$ cat config.mk
export PLATFORM = sky130hd
export DESIGN_NAME = e21_lint_sync_claim
export DESIGN_NICKNAME = d
export VERILOG_FILES = /design/src/rtl/e21_lint_sync_claim_pkg.sv /design/src/rtl/e21_sync_chain.sv /design/src/rtl/e21_lint_sync_claim.sv
export SDC_FILE = /design/constraint.sdc
export NUM_CORES = 1
export LEC_CHECK = 0
export CORE_AREA = 10 10 47 49
export CTS_CLUSTER_SIZE = 12
export DETAILED_ROUTE_END_ITERATION = 8
export DIE_AREA = 0 0 57 59
export PLACE_DENSITY_LB_ADDON = 0.3
export REMOVE_ABC_BUFFERS = 1
export SLEW_MARGIN = 10
export SYNTH_ARGS = -nofsm -noshare
export SYNTH_HDL_FRONTEND = slang
export SYNTH_HIERARCHICAL = 1
export SYNTH_SLANG_ARGS = --single-unit
export TNS_END_PERCENT = 50
$ cat constraint.sdc
create_clock -name clock -period 2.43 [get_ports clock]
set_clock_uncertainty 0.1 [all_clocks]
set_input_delay 0.729 -clock clock [delete_from_list [all_inputs] [get_ports clock]]
set_output_delay 0.729 -clock clock [all_outputs]
set_load 0.03 [all_outputs]
$ cat src/rtl/e21_lint_sync_claim_pkg.sv
// Shared constants and types for the local interrupt input stage.
// Defaults here size the top-level parameters and the claim index type.
package e21_lint_sync_claim_pkg;

   localparam int E21_LINT_NUM_IRQ     = 2;
   localparam int E21_LINT_SYNC_STAGES = 2;
   localparam int E21_LINT_IDX_W       = (E21_LINT_NUM_IRQ > 1) ? $clog2(E21_LINT_NUM_IRQ) : 1;

   typedef enum logic {
      IRQ_LEVEL = 1'b0,
      IRQ_EDGE  = 1'b1
   } irq_mode_e;

   typedef logic [E21_LINT_IDX_W-1:0] claim_id_t;

endpackage

$ cat src/rtl/e21_sync_chain.sv
// Single-bit multi-flop synchroniser; the only crossing point for the raw irq lines,
// so any metastability waiver belongs on sync_q here and nowhere else.
module e21_sync_chain #(
   parameter int DEPTH = 2
) (
   input  logic clock,
   input  logic reset_n,
   input  logic d_i,
   output logic q_o
);

   logic [DEPTH-1:0] sync_q;

   always_ff @(posedge clock) begin
      if (!reset_n) sync_q <= '0;
      else          sync_q <= {sync_q[DEPTH-2:0], d_i};
   end

   assign q_o = sync_q[DEPTH-1];

endmodule

$ cat src/rtl/e21_lint_sync_claim.sv
// Local interrupt input stage: synchronise, detect edge/level, hold pending bits,
// and offer the lowest pending enabled line through a lockable valid/ready claim.
module e21_lint_sync_claim
   import e21_lint_sync_claim_pkg::*;
#(
   parameter  int NUM_IRQ     = E21_LINT_NUM_IRQ,
   parameter  int SYNC_STAGES = E21_LINT_SYNC_STAGES,
   localparam int IDX_W       = (NUM_IRQ > 1) ? $clog2(NUM_IRQ) : 1
) (
   input  logic               clock,
   input  logic               reset_n,
   input  logic [NUM_IRQ-1:0] irq_async,
   input  logic [NUM_IRQ-1:0] irq_edge_mode,
   input  logic [NUM_IRQ-1:0] irq_enable,
   output logic [NUM_IRQ-1:0] irq_pending,
   output logic               irq_any,
   output logic               claim_valid,
   output logic [IDX_W-1:0]   claim_id,
   input  logic               claim_ready,
   output logic [NUM_IRQ-1:0] overrun,
   input  logic               overrun_clr
);

   localparam int ARM_W = $clog2(SYNC_STAGES + 2);

   logic [NUM_IRQ-1:0] sync_s;
   logic [NUM_IRQ-1:0] prev_q;
   logic [NUM_IRQ-1:0] pend_q, pend_d;
   logic [NUM_IRQ-1:0] ovr_q, ovr_d;
   logic [NUM_IRQ-1:0] edge_det;
   logic [NUM_IRQ-1:0] avail;
   logic [NUM_IRQ-1:0] claim_hit;
   logic [ARM_W-1:0]   arm_q;
   logic               lock_q;
   logic [IDX_W-1:0]   lock_id_q;
   logic [IDX_W-1:0]   pick_id;
   logic               pick_vld;
   logic               hs;

   for (genvar g = 0; g < NUM_IRQ; g++) begin : g_sync
      e21_sync_chain #(.DEPTH(SYNC_STAGES)) u_sync (
         .clock   (clock),
         .reset_n (reset_n),
         .d_i     (irq_async[g]),
         .q_o     (sync_s[g])
      );
   end

   // Arm counter hides lines already high when reset releases from looking like edges.
   assign edge_det = sync_s & ~prev_q & {NUM_IRQ{arm_q == '0}};
   assign avail    = pend_q & irq_enable;

   always_comb begin
      pick_vld = 1'b0;
      pick_id  = '0;
      for (int i = NUM_IRQ - 1; i >= 0; i--) begin
         if (avail[i]) begin
            pick_vld = 1'b1;
            pick_id  = IDX_W'(i);
         end
      end
   end

   assign claim_valid = lock_q | pick_vld;
   assign claim_id    = lock_q ? lock_id_q : pick_id;
   assign hs          = claim_valid & claim_ready;

   always_comb begin
      claim_hit = '0;
      pend_d    = pend_q;
      for (int i = 0; i < NUM_IRQ; i++) begin
         claim_hit[i] = hs && (claim_id == IDX_W'(i));
         if (irq_mode_e'(irq_edge_mode[i]) == IRQ_LEVEL) begin
            pend_d[i] = sync_s[i] & irq_enable[i];
         end else if (edge_det[i] && irq_enable[i]) begin
            pend_d[i] = 1'b1;
         end else if (claim_hit[i] || !irq_enable[i]) begin
            pend_d[i] = 1'b0;
         end
      end
   end

   // A new overrun in the clearing cycle survives the clear.
   assign ovr_d = (ovr_q & ~{NUM_IRQ{overrun_clr}}) | (edge_det & pend_q & ~claim_hit);

   always_ff @(posedge clock) begin
      if (!reset_n) begin
         prev_q    <= '0;
         arm_q     <= ARM_W'(SYNC_STAGES + 1);
         pend_q    <= '0;
         ovr_q     <= '0;
         lock_q    <= 1'b0;
         lock_id_q <= '0;
      end else begin
         prev_q <= sync_s;
         if (arm_q != '0) arm_q <= arm_q - ARM_W'(1);
         pend_q <= pend_d;
         ovr_q  <= ovr_d;
         if (hs)               lock_q <= 1'b0;
         else if (claim_valid) lock_q <= 1'b1;
         if (claim_valid && !claim_ready) lock_id_q <= claim_id;
      end
   end

   assign irq_pending = pend_q;
   assign irq_any     = |pend_q;
   assign overrun     = ovr_q;

endmodule

==> flow_metrics.env <==
export IMPL_grt_pass1_wl_mm=1.918
export IMPL_clk_pin_slew_worst_paths_ps=80
export IMPL_maxCapViolations=0
export IMPL_worst_ep_arrival_time_ps=1480
export IMPL_drive_gt1_share_pct=25.00
export IMPL_synthArstFlopShare_pct=0
export IMPL_place_gp_congestion=0.8440
export IMPL_clock_path_buffers=2
export IMPL_tns_ps=0
export IMPL_hold_end="g_sync[0].u_sync/sync_q[1]$_SDFF_PN0_"
export IMPL_final_max_slew_violation_count=0
export IMPL_fmax_mhz=433.1
export IMPL_min_period_over_period_pct=95.02
export IMPL_cp_max_fo=3
export IMPL_placedCellCount=91
export IMPL_worstPathCellList="dlygate4sd2_1 > a21o_2 > o21ai_1 > buf_4"
export IMPL_cp_slowest_stage_delay_ps=250
export IMPL_critical_path_top_delay_family="buffers and inverters"
export IMPL_whs_ps=339.4
export IMPL_synth_area_um2=566.8
export IMPL_wl_per_cell_um=12.32
export IMPL_ant_nets=0
export IMPL_wl_mm=1.183
export IMPL_drc=0
export IMPL_die_y_um=59
export IMPL_r2r_start="irq_pending[0]$_SDFFE_PN0P_"
export IMPL_num_rows=14
export IMPL_setup_violations_final=0
export IMPL_cts_tree="done"
export IMPL_hold_depth=1
export IMPL_first_pass_iters=2
export IMPL_start_util_pct=40.45
export IMPL_reg2reg_to="irq_pending[1]$_SDFFE_PN0P_"
export IMPL_synth_top_cell_area_share_pct=49.45
export IMPL_grt_pass1_vias=402
export IMPL_clock_sinks=14
export IMPL_antenna_found_initial=0
export IMPL_cellLeakagePower_nw=0.3585
export IMPL_ioPinCount=17
export IMPL_vias=454
export IMPL_hp_start="g_sync[0].u_sync/sync_q[0]$_SDFF_PN0_"
export IMPL_ys_ff_latch=14
export IMPL_hp_class="reg2reg"
export IMPL_setup_worst_path_class="in2out"
export IMPL_grt_max_degree=9
export IMPL_die_area_mm2=0.003363
export IMPL_ff2ff_path_depth=5
export IMPL_slew_headroom_pct=78.56
export IMPL_synth_ff_type="dfxtp_1"
export IMPL_syn_area_per_cell_um2=10.12
export IMPL_ys_seq_area_share_pct=49.45
export IMPL_ys_types=24
export IMPL_synth_area_top_cells="dfxtp_1, and2_1, nand3b_1, o31ai_2, nand2_1"
export IMPL_ff2ff_setup_slack_ps=1090
export IMPL_crit_slowest_cell="dlygate4sd2_1"
export IMPL_synth_edf_count=0
export IMPL_hpwl_um=960.7
export IMPL_irDropWorstVdd_v=0.0004311
export IMPL_yosysWarnings=6
export IMPL_grt_use_total_pct=7.031
export IMPL_endpoint_kind="output port"
export IMPL_crit_required_ps=1600
export IMPL_grt_overflow_total=0
export IMPL_syn_to_final_growth_pct=45.47
export IMPL_path_depth=4
export IMPL_numCtsBuffers=3
export IMPL_p_per_area_mw_per_mm2=593.4
export IMPL_clkLatencyLatePin_ps=270
export IMPL_final_core_util_pct=58.84
export IMPL_rsz0062_at_grt="false"
export IMPL_netlist_instances=56
export IMPL_status="finished, final reports clean"
export IMPL_worst_pin_slew_ps=321.0
export IMPL_nNetsFinal=92
export IMPL_yosys_area_top_type="dfxtp_1"
export IMPL_portBuffers=16
export IMPL_period_needed_ps=2309
export IMPL_cts_root_buf="clkbuf_4"
export IMPL_diodes=0
export IMPL_worstSetupStartpoint="irq_enable[0]"
export IMPL_cts_max_level=1
export IMPL_critPathLaunchType="input port"
export IMPL_core_mm2=0.001401
export IMPL_drt_iter0_markers=2
export IMPL_instances_no_fill=96
export IMPL_cp_num_buf_inv=2
export IMPL_final_hold_violation_count=0
export IMPL_die_w_um=57
export IMPL_avgViaCountPerCell=4.729
cells by family after synthesis:
kind of cell	after synthesis	share of synthesized area, %
AND/OR/NAND/NOR	23	24.50
buffers and inverters	4	2.869
XOR/XNOR	1	1.546
adder cells (fa/ha/maj)	1	2.207
flip-flops	14	49.45
multiplexers	1	1.987
AO/OA/AOI/OAI	12	17.44
routing by layer:
metal	up-vias	track usage (%)	part of all wire, %
met5	-	0	0
met4	0	3.020	0
met3	0	3.648	10
met2	13	10.23	45
met1	196	8.435	44
li1	245	-	-
layout by cell type (no fill, tap or decap):
cell | synthesis | layout
a21o_2 | 1 | 1
a311oi_1 | 1 | 1
a31oi_1 | 3 | 3
and2_1 | 6 | 6
buf_4 | 0 | 6
buf_6 | 0 | 1
clkbuf_4 | 0 | 3
clkbuf_8 | 0 | 1
clkdlybuf4s50_1 | 0 | 11
dfxtp_1 | 14 | 14
dlygate4sd2_1 | 0 | 2
dlymetal6s2s_1 | 0 | 1
ha_1 | 1 | 1
inv_1 | 3 | 3
mux2_2 | 1 | 1
nand2_1 | 6 | 5
nand2_2 | 0 | 1
nand2b_4 | 0 | 1
nand3_1 | 1 | 1
nand3b_1 | 4 | 4
nor2_1 | 1 | 1
nor2b_1 | 1 | 1
nor2b_4 | 1 | 1
nor3b_1 | 1 | 1
o211ai_1 | 2 | 2
o211ai_2 | 1 | 1
o21ai_1 | 1 | 2
o31ai_2 | 2 | 2
or2_2 | 1 | 1
xor2_1 | 1 | 1
synthesized netlist by cell type, types with 2 or more instances:
library cell / instances
and2_1: 6
a31oi_1: 3
nand2_1: 6
o31ai_2: 2
o211ai_1: 2
nand3b_1: 4
inv_1: 3
dfxtp_1: 14
flip-flops by register name (all words and copies together) (netlist names):
name / count
g_sync.u_sync/sync_q: 4
arm_q: 2
irq_pending: 2
overrun: 2
prev_q: 2
lock_id_q: 1
lock_q: 1
timing repair:
item	CTS	global route
setup buffers	1	0
gates resized for setup	6	1
endpoints found under the setup margin	2	1
pin swaps	2	0
cloned	0	0
hold buffers	0	0
how the worst max path moves through the flow:
stage / end / slack, ps
after detailed placement: claim_valid / -110
after CTS: irq_any / 50
after global placement: claim_id / -90
final: claim_id / 120
after floorplan: claim_id / -20
after global routing: claim_id / 60
stage by stage:
step | worst slack [ps] | total power, W | cell area (um2)
detailed placement | -111.4 | 0.0003321 | 767.0
finish | 121.0 | 0.0004893 | 824.5
global placement | -88.83 | 0.0003300 | 767.0
floorplan | -24.39 | 0.0002954 | 561.8
CTS | 48.69 | 0.0004979 | 822.0
global route | 64.15 | 0.0005153 | 824.5
power breakdown:
part / internal, W / switching (W)
logic: 0.0000435 / 0.0000345
registers: 0.000243 / 0.00000711
clock network: 0.0000910 / 0.0000707
total: 0.000377 / 0.000112
layout make-up:
class	count	area [um2]
clock buffer	4	36.28
fill	132	576.8
inverter	3	11.26
multi-input combinational	38	280.3
sequential	14	280.3
tap	16	20.02
timing repair buffer	21	196.4
Power figures use the tool's default switching activity.
